$ cat src/rtl/bcd_modcnt_pkg.sv
// Shared BCD constants and elaboration-time helpers for the BCD modulo counter.
package bcd_modcnt_pkg;

  localparam int unsigned BCD_W      = 4;
  localparam logic [3:0]  BCD_NINE   = 4'd9;
  localparam int unsigned MAX_DIGITS = 8;
  localparam int unsigned BCD_MAX_W  = BCD_W * MAX_DIGITS;

  // Decimal integer to packed BCD, digit 0 in the low nibble.
  function automatic logic [BCD_MAX_W-1:0] to_bcd(input int unsigned val);
    logic [BCD_MAX_W-1:0] r;
    int unsigned          v;
    r = '0;
    v = val;
    for (int i = 0; i < int'(MAX_DIGITS); i++) begin
      r[i*BCD_W +: BCD_W] = 4'(v % 32'd10);
      v = v / 32'd10;
    end
    return r;
  endfunction

  function automatic int unsigned pow10(input int unsigned n);
    int unsigned r;
    r = 1;
    for (int unsigned i = 0; i < n; i++) begin
      r = r * 32'd10;
    end
    return r;
  endfunction

endpackage

$ cat src/rtl/bcd_modcnt_if.sv
// Control/load/result bundle between a BCD counter and whoever drives it.
interface bcd_modcnt_if #(
  parameter int unsigned DIGITS = 2
);
  import bcd_modcnt_pkg::*;

  localparam int unsigned W = BCD_W * DIGITS;

  logic         en;
  logic         inc;
  logic         dec;
  logic         load;
  logic [W-1:0] ldval;
  logic [W-1:0] q;
  logic         co;
  logic         bo;
  logic         lderr;

  modport master (
    output en, inc, dec, load, ldval,
    input  q, co, bo, lderr
  );

  modport slave (
    input  en, inc, dec, load, ldval,
    output q, co, bo, lderr
  );

endinterface

$ cat src/rtl/bcd_digit.sv
// One BCD digit cell: steps up or down when enabled and reports ripple carry/borrow.
module bcd_digit
  import bcd_modcnt_pkg::*;
(
  input  logic [BCD_W-1:0] d,
  input  logic             up,
  input  logic             down,
  input  logic             cin,
  input  logic             bin,
  output logic [BCD_W-1:0] nxt_c,
  output logic             cout_c,
  output logic             bout_c
);

  always_comb begin
    nxt_c  = d;
    cout_c = 1'b0;
    bout_c = 1'b0;
    if (up && cin) begin
      if (d >= BCD_NINE) begin
        nxt_c  = '0;
        cout_c = 1'b1;
      end else begin
        nxt_c = 4'(d + 4'd1);
      end
    end else if (down && bin) begin
      if (d == 4'd0) begin
        nxt_c  = BCD_NINE;
        bout_c = 1'b1;
      end else begin
        nxt_c = 4'(d - 4'd1);
      end
    end
  end

endmodule

$ cat src/rtl/bcd_modcnt.sv
// Packed-BCD modulo counter over MINVAL..MAXVAL with up/down step, checked
// parallel load and registered carry/borrow/load-error pulses for cascading.
module bcd_modcnt
  import bcd_modcnt_pkg::*;
#(
  parameter int unsigned DIGITS = 2,
  parameter int unsigned MINVAL = 0,
  parameter int unsigned MAXVAL = 23
) (
  input  logic          clk,
  input  logic          rst,
  bcd_modcnt_if.slave   bus
);

  localparam int unsigned W = BCD_W * DIGITS;

  if (DIGITS == 0 || DIGITS > MAX_DIGITS || MINVAL >= MAXVAL ||
      MAXVAL >= pow10(DIGITS)) begin : g_bad_params
    $error("bcd_modcnt: need 0 < DIGITS <= 8 and MINVAL < MAXVAL < 10**DIGITS");
  end

  localparam logic [W-1:0] MIN_BCD = W'(to_bcd(MINVAL));
  localparam logic [W-1:0] MAX_BCD = W'(to_bcd(MAXVAL));

  logic [W-1:0]  q_r, q_nxt;
  logic          co_r, co_nxt;
  logic          bo_r, bo_nxt;
  logic          lderr_r, lderr_nxt;

  logic          step_up, step_dn;
  logic [W-1:0]  step_val;
  logic [DIGITS:0] cy, bw;

  // Simultaneous up and down requests cancel; EN and INC merge into one step.
  assign step_up = (bus.en | bus.inc) & ~bus.dec;
  assign step_dn = bus.dec & ~(bus.en | bus.inc);

  assign cy[0] = 1'b1;
  assign bw[0] = 1'b1;

  for (genvar i = 0; i < int'(DIGITS); i++) begin : g_digit
    bcd_digit u_digit (
      .d      (q_r[i*BCD_W +: BCD_W]),
      .up     (step_up),
      .down   (step_dn),
      .cin    (cy[i]),
      .bin    (bw[i]),
      .nxt_c  (step_val[i*BCD_W +: BCD_W]),
      .cout_c (cy[i+1]),
      .bout_c (bw[i+1])
    );
  end

  // Range wrap on the packed value; a ripple out of the top digit also wraps.
  logic wrap_up, wrap_dn;
  assign wrap_up = (q_r == MAX_BCD) | cy[DIGITS];
  assign wrap_dn = (q_r == MIN_BCD) | bw[DIGITS];

  // Load validation: every nibble a decimal digit and value inside the range.
  logic ld_digits_ok, ld_ge_min, ld_le_max, ld_ok;

  always_comb begin
    ld_digits_ok = 1'b1;
    for (int i = 0; i < int'(DIGITS); i++) begin
      if (bus.ldval[i*BCD_W +: BCD_W] > BCD_NINE) ld_digits_ok = 1'b0;
    end
  end

  if (MINVAL == 0) begin : g_min_zero
    assign ld_ge_min = 1'b1;
  end else begin : g_min_cmp
    assign ld_ge_min = (bus.ldval >= MIN_BCD);
  end

  assign ld_le_max = (bus.ldval <= MAX_BCD);
  assign ld_ok     = ld_digits_ok & ld_ge_min & ld_le_max;

  // Next state: LOAD beats stepping; pulses default low every cycle.
  always_comb begin
    q_nxt     = q_r;
    co_nxt    = 1'b0;
    bo_nxt    = 1'b0;
    lderr_nxt = 1'b0;
    if (bus.load) begin
      if (ld_ok) begin
        q_nxt = bus.ldval;
      end else begin
        lderr_nxt = 1'b1;
      end
    end else if (step_up) begin
      if (wrap_up) begin
        q_nxt  = MIN_BCD;
        co_nxt = 1'b1;
      end else begin
        q_nxt = step_val;
      end
    end else if (step_dn) begin
      if (wrap_dn) begin
        q_nxt  = MAX_BCD;
        bo_nxt = 1'b1;
      end else begin
        q_nxt = step_val;
      end
    end
  end

  always_ff @(posedge clk) begin
    if (rst) begin
      q_r     <= MIN_BCD;
      co_r    <= 1'b0;
      bo_r    <= 1'b0;
      lderr_r <= 1'b0;
    end else begin
      q_r     <= q_nxt;
      co_r    <= co_nxt;
      bo_r    <= bo_nxt;
      lderr_r <= lderr_nxt;
    end
  end

  assign bus.q     = q_r;
  assign bus.co    = co_r;
  assign bus.bo    = bo_r;
  assign bus.lderr = lderr_r;

endmodule

$ cat src/flat_wrapper.sv
// flat-port wrapper written by rule: the top's interface ports become plain ports
module bcd_modcnt_flat import bcd_modcnt_pkg::*;
#(
  parameter int unsigned DIGITS = 2,
  parameter int unsigned MINVAL = 0,
  parameter int unsigned MAXVAL = 23
)
  (clk, rst, bus_en, bus_inc, bus_dec, bus_load, bus_ldval, bus_q, bus_co, bus_bo, bus_lderr);
  bcd_modcnt_if #(.DIGITS(DIGITS)) bus_i ();
  input  logic clk;
  input  logic rst;
  input wire logic [$bits(bus_i.en)-1:0] bus_en;
  input wire logic [$bits(bus_i.inc)-1:0] bus_inc;
  input wire logic [$bits(bus_i.dec)-1:0] bus_dec;
  input wire logic [$bits(bus_i.load)-1:0] bus_load;
  input wire logic [$bits(bus_i.ldval)-1:0] bus_ldval;
  output wire logic [$bits(bus_i.q)-1:0] bus_q;
  output wire logic [$bits(bus_i.co)-1:0] bus_co;
  output wire logic [$bits(bus_i.bo)-1:0] bus_bo;
  output wire logic [$bits(bus_i.lderr)-1:0] bus_lderr;
  assign bus_i.en = bus_en;
  assign bus_i.inc = bus_inc;
  assign bus_i.dec = bus_dec;
  assign bus_i.load = bus_load;
  assign bus_i.ldval = bus_ldval;
  assign bus_q = bus_i.q;
  assign bus_co = bus_i.co;
  assign bus_bo = bus_i.bo;
  assign bus_lderr = bus_i.lderr;
  bcd_modcnt #(.DIGITS(DIGITS), .MINVAL(MINVAL), .MAXVAL(MAXVAL)) u_core (.clk(clk), .rst(rst), .bus(bus_i));
endmodule
$ cat config.mk
export PLATFORM = sky130hd
export DESIGN_NAME = bcd_modcnt_flat
export DESIGN_NICKNAME = d
export VERILOG_FILES = /design/src/rtl/bcd_modcnt_pkg.sv /design/src/rtl/bcd_modcnt_if.sv /design/src/rtl/bcd_digit.sv /design/src/rtl/bcd_modcnt.sv /design/src/flat_wrapper.sv
export SDC_FILE = /design/constraint.sdc
export NUM_CORES = 1
export LEC_CHECK = 0
export CAP_MARGIN = 20
export CELL_PAD_IN_SITES_DETAIL_PLACEMENT = 0
export CELL_PAD_IN_SITES_GLOBAL_PLACEMENT = 1
export CORE_MARGIN = 4
export CORE_UTILIZATION = 40
export CTS_BUF_LIST = sky130_fd_sc_hd__clkbuf_4 sky130_fd_sc_hd__clkbuf_8
export CTS_CLUSTER_DIAMETER = 30
export DETAILED_ROUTE_END_ITERATION = 7
export PLACE_DENSITY = 0.87
export SYNTH_ARGS = -nofsm -noshare
export SYNTH_HDL_FRONTEND = slang
export SYNTH_SLANG_ARGS = --single-unit
$ cat constraint.sdc
create_clock -name clk -period 3.96 [get_ports clk]
set_input_delay 0.396 -clock clk [delete_from_list [all_inputs] [get_ports clk]]
set_output_delay 0.396 -clock clk [all_outputs]
set_load 0.1 [all_outputs]
==> metrics.txt, run 1 <==
Critical Path Start Type=register; CP delay by family, top=buffers and inverters; RePlAce Congestion=~0.84; Worst Hold Depth=2; critical path endpoint category=primary output; share of cells above drive strength 1=12.9%; Hold Path Class=register to register; final count of negative-setup-slack endpoints=0; max-slew violations=0; Post-CTS Resized=0; register-to-register setup slack=about 1.8 ns; Slew HR=between 30% and 40%; average size of a mapped cell=8.00 um2; Clock Tree Root=clkbuf_4; vias in the first global route=1034; Leak=~0.00047 uW; clock slew at reported path FFs=roughly 0.080 ns; core area=0.00252 mm2; clk_lat worst skew=0.27 ns; Hold Fails Final Rpt=0; WS Path Type=register to primary output; DRT Pass-1 Iters=4; Hold Path Origin=u_core.bus.q[0]; CTS Buf Count=3; aggregate global routing overflow=0; Peak Freq=roughly 400 MHz; maximum vdd drop=0.204 mV; Ys Warns=0; Nets=roughly 180; Layout area overhead=25.0%; Die Y=59.8 um; number of synthesized register bits=11; overall global routing resource usage=between 10% and 20%; Synth area leaders=dfxtp_1, ha_1, nor2_1; CP Buf/Inv Count=1; share of the synthesized area in the top cell type=between 20% and 30%; Post-synth top cells=dfxtp_1, nor2_1, inv_1, nand2_1; pwr dens=around 290 mW/mm2; hold endpoint=u_core.bus.q[0]; dpl cell area=0.00131 mm2; Routed WL=2810 um; Max Cap Violations=0; Worst EP arrival=2.07 ns; DRT iter0 DRCs=38; row count=18; Final Skew=0.00553 ns; drt wl/cell=15.2 um; antenna-violating nets left=0; Crit Path Max Fanout=10; Worst R2R End=u_core.bus.q[4]; pre-CTS setup slack=~1.2 ns; antenna violations before repair=0; number of flops mapped to enable cells by yosys=0; critical path cell sequence=clkdlybuf4s50_1; post-DP HPWL=2180 um; Tmin final=2.47 ns; Tcrit/Tclk final=just over 60%; post-synth top area cell=dfxtp_1; first-pass GRT wire length=4710 um; worst setup margin=between 1 and 1.5 ns; hold buffer count at CTS=0; cells after synthesis=134; DRC viols=0; CTS Sinks=11; CTS tree=yes; area of the mapped netlist=0.00107 mm2; die footprint=0.00357 mm2; setup TNS=0 ns; vias after detailed routing=1115; post-CTS setup buffers=0; Worst Tran Pin Value=0.978 ns; IO Pins=25; ys flop type=dfxtp_1; CP peak stage delay=1.22 ns; Final Cell Area=0.00134 mm2; Cell variety after synth=54; Worst R2R Path Depth=7; Die W=59.8 um; Via density=6.03; register area share after synthesis=20.5%; Worst Path Required=~3.6 ns; n_diodes=0; port bufs=24; Initial Utilization=42.5%; Syn Nets=between 150 and 200; unrepaired setup endpoints after global routing=false; clk buf depth=2; ys async rst share=0%; H-tree depth=1; status=finished clean; slowest CP cell=clkdlybuf4s50_1; r2r startpoint=u_core.bus.q[4]; largest net degree at the start of global routing=22
placed cells by master, fill, tap and decap left out, drive strengths merged, types with 3 or more instances in the layout:
cell / instances
nand2: 9
a211oi: 3
or3b: 3
inv: 9
and3: 3
dfxtp: 11
clkbuf: 4
ha: 7
a21oi: 8
nor2: 11
o21ai: 9
a31oi: 4
clkdlybuf4s50: 24
nor3: 5
nand3: 4
nor3b: 4
cell families after synthesis:
| family | after synthesis | share of synthesized area, % |
|---|---|---|
| XOR/XNOR | 4 | 3.27 |
| AO/OA/AOI/OAI | 44 | 30.5 |
| multiplexers | 2 | 1.98 |
| flip-flops | 11 | 20.5 |
| buffers and inverters | 16 | 6.88 |
| AND/OR/NAND/NOR | 50 | 28.7 |
| adder cells (fa/ha/maj) | 7 | 8.17 |
registers in the layout, indices dropped and copies added, names as in the netlist:
| name | cells |
|---|---|
| u_core.bus.bo | 1 |
| u_core.bus.co | 1 |
| u_core.bus.lderr | 1 |
| u_core.bus.q | 8 |
report_power, final:
part,switching [uW],internal (uW)
combinational,112,65.8
sequential,13.3,117
clock,38.7,45.8
worst max-delay path by stage:
stage                                from               to  depth (start not counted)
after global placement           bus_load  u_core.bus.q[2]                          6
after global routing             bus_load  u_core.bus.q[2]                          6
after detailed placement         bus_load  u_core.bus.q[2]                          6
final                     u_core.bus.q[3]         bus_q[3]                          1
after CTS                 u_core.bus.q[3]         bus_q[3]                          1
after floorplan           u_core.bus.q[0]  u_core.bus.q[4]                          7
per-layer routing:
layer | global-route usage (%) | wire length, um | vias up
met1 | 24.4 | 1250 | 508
met5 | 0 | 0 | -
met2 | 25.2 | 1320 | 48
li1 | - | - | 553
met3 | 3.46 | 221 | 6
met4 | 4.75 | 23 | 0
area by class of cell:
| class | instances | area (um2) |
|---|---|---|
| fillers | 252 | 1180 |
| well taps | 30 | 37.5 |
| flip-flops and latches | 11 | 220 |
| inverters | 9 | 33.8 |
| multi-input cells | 107 | 778 |
| clock buffers | 4 | 30.0 |
| repair buffers | 24 | 240 |
metrics by stage:
| stage | hold slack [ns] | instances | total power, uW | util [%] |
|---|---|---|---|---|
| 2_1_floorplan | 0.577 | 134 | 264 | - |
| 3_3_place_gp | 0.589 | 181 | 308 | 51.9 |
| 3_5_place_dp | 0.591 | 181 | 309 | 51.9 |
| 4_1_cts | 0.602 | 185 | 393 | 53.1 |
| 5_1_grt | 0.632 | 185 | 416 | 53.1 |
| 6_report | 0.595 | 185 | 392 | 53.1 |
Note: power is estimated with default switching activity, not from simulation.
==> run 2, diff against run 1 <==
--- a/config.mk
+++ b/config.mk
@@ -9,11 +9,11 @@
 export CELL_PAD_IN_SITES_DETAIL_PLACEMENT = 0
 export CELL_PAD_IN_SITES_GLOBAL_PLACEMENT = 1
 export CORE_MARGIN = 4
-export CORE_UTILIZATION = 40
+export CORE_UTILIZATION = 37
 export CTS_BUF_LIST = sky130_fd_sc_hd__clkbuf_4 sky130_fd_sc_hd__clkbuf_8
 export CTS_CLUSTER_DIAMETER = 30
 export DETAILED_ROUTE_END_ITERATION = 7
-export PLACE_DENSITY = 0.87
+export PLACE_DENSITY = 0.81
 export SYNTH_ARGS = -nofsm -noshare
 export SYNTH_HDL_FRONTEND = slang
 export SYNTH_SLANG_ARGS = --single-unit
==> constraint.sdc (replaced) <==
create_clock -name clk -period 2.4 [get_ports clk]
set_input_delay 0.24 -clock clk [delete_from_list [all_inputs] [get_ports clk]]
set_output_delay 0.24 -clock clk [all_outputs]
set_load 0.1 [all_outputs]
==> metrics.txt, run 2 (synthesis results as in run 1) <==
CTS Sinks=11; Leak=0.000515 uW; Critical Path Start Type=register; crit path launch=u_core.bus.q[0]; Peak Freq=458 MHz; busiest grt layer=met2; Layout area overhead=25.8%; Nets=181; share of cells above drive strength 1=24.5%; most common cell after layout, fill and taps aside=buf_4; row count=19; Max Cap Violations=0; antenna-violating nets left=0; critical path cell sequence=inv_1, ha_1, nor3b_4, and3_1, nor3_1, a2111o_1, a311oi_2; port bufs=24; post-CTS setup buffers=0; Crit Path Max Fanout=7; slowest CP cell=a2111o_1; critical path endpoint category=register; status=finished clean; Die Y=61.8 um; n_diodes=0; Worst Hold Depth=2; hold buffer count at CTS=0; Comb pwr share=45.5%; register-to-register setup slack=between 0.2 and 0.25 ns; Worst R2R End=u_core.bus.q[4]; Hold Fails Final Rpt=0; vias after detailed routing=1150; max-slew violations=0; pre-CTS setup slack=0.136 ns; CTS Buf Count=3; RePlAce Congestion=0.892; maximum vdd drop=0.320 mV; unrepaired setup endpoints after global routing=false; switching part of the total=42.9%; DRT Pass-1 Iters=4; DRT iter0 DRCs=35; max reg flops=8; commonest cells after routing, fill and taps aside=buf_4, clkdlybuf4s50_1, nor2_1; clk buf depth=2; Hold Path Class=register to register; largest net degree at the start of global routing=15; DRC viols=0; hold endpoint=u_core.bus.q[0]; Worst EP arrival=2.36 ns; Die W=61.8 um; clk_lat worst skew=0.28 ns; NetSw=approximately 290 uW; met1 Use GR=23.0%; Post-CTS Resized=0; Hold Path Origin=u_core.bus.q[0]; antenna violations before repair=0; pwr dens=494 mW/mm2; met2 Use GR=a little over a quarter; Routed WL=between 2000 and 3000 um; Clock Tree Root=clkbuf_4; r2r startpoint=u_core.bus.q[0]; Worst Tran Pin Value=0.575 ns; core area=0.00276 mm2; H-tree depth=1; setup TNS=0 ns; first-pass GRT wire length=4960 um; Via density=6.05; CP Buf/Inv Count=1; final count of negative-setup-slack endpoints=0; Initial Utilization=38.9%; Tcrit/Tclk final=90.9%; fillcell total=282; Tmin final=2.18 ns; overall global routing resource usage=17.3%; CTS tree=yes; Worst R2R Path Depth=7; drt wl/cell=15.7 um; Slew HR=61.3%; post-DP HPWL=2300 um; clock power share=22.7%; Final Skew=0.00351 ns; CP delay by family, top=simple AND/OR/NAND/NOR gates; worst setup margin=0.218 ns; Seq pwr share=31.9%; vias in the first global route=1131; IO Pins=25; P_int=380 uW; WS Path Type=register to register; aggregate global routing overflow=0; CP peak stage delay=~0.40 ns; grt met3 use=between 4 and 5%; clock slew at reported path FFs=approximately 0.080 ns; Worst Path Required=2.58 ns; die footprint=0.00382 mm2
==> run 2: final cells by class <==
| cell class | instances | area [um2] | area share (%) |
|---|---|---|---|
| sequential | 11 | 225 | 16.7 |
| timing repair buffer | 28 | 243 | 18.0 |
| inverter | 9 | 33.8 | 2.50 |
| multi-input combinational | 107 | 778 | 57.7 |
| tap | 31 | 38.8 | 2.88 |
| clock buffer | 4 | 30.0 | 2.23 |
==> run 2: worst register-to-register path, stage by stage (launching register included) <==
cell      delay, ns
dfxtp_2        0.36
inv_1          0.10
ha_1           0.23
nor3b_4        0.36
and3_1         0.30
nor3_1         0.07
a2111o_1       0.40
a311oi_2       0.27
==> run 2: power by group through the flow <==
stage / sequential [uW] / combinational, uW / clock [uW]
3_5_place_dp: 216 / 300 / 0
6_report: 212 / 303 / 151
4_1_cts: 212 / 301 / 151
3_3_place_gp: 215 / 300 / 0
2_1_floorplan: 284 / 152 / 0
5_1_grt: 214 / 328 / 157
==> run 2: worst max-delay path by stage <==
stage / endpoint / cells after the start
floorplan: u_core.bus.q[7] / 5
global placement: u_core.bus.q[3] / 6
detailed placement: u_core.bus.q[3] / 6
CTS: u_core.bus.q[4] / 7
global route: u_core.bus.q[4] / 7
finish: u_core.bus.q[4] / 7
==> run 2: routing by layer <==
layer | vias up | routed length [um]
met1 | 537 | 1390
li1 | 557 | -
met2 | 52 | 1360
met5 | - | 0
met4 | 0 | 28
met3 | 4 | 198
==> run 2: through the flow <==
stage,util [%],power [uW],hold WS [ns],instances,area [um2]
global placement,47.8,516,0.558,186,1320
global route,48.9,699,0.594,190,1350
floorplan,-,436,0.421,134,1080
finish,48.9,666,0.581,190,1350
CTS,48.9,664,0.582,190,1350
detailed placement,47.8,516,0.565,186,1320
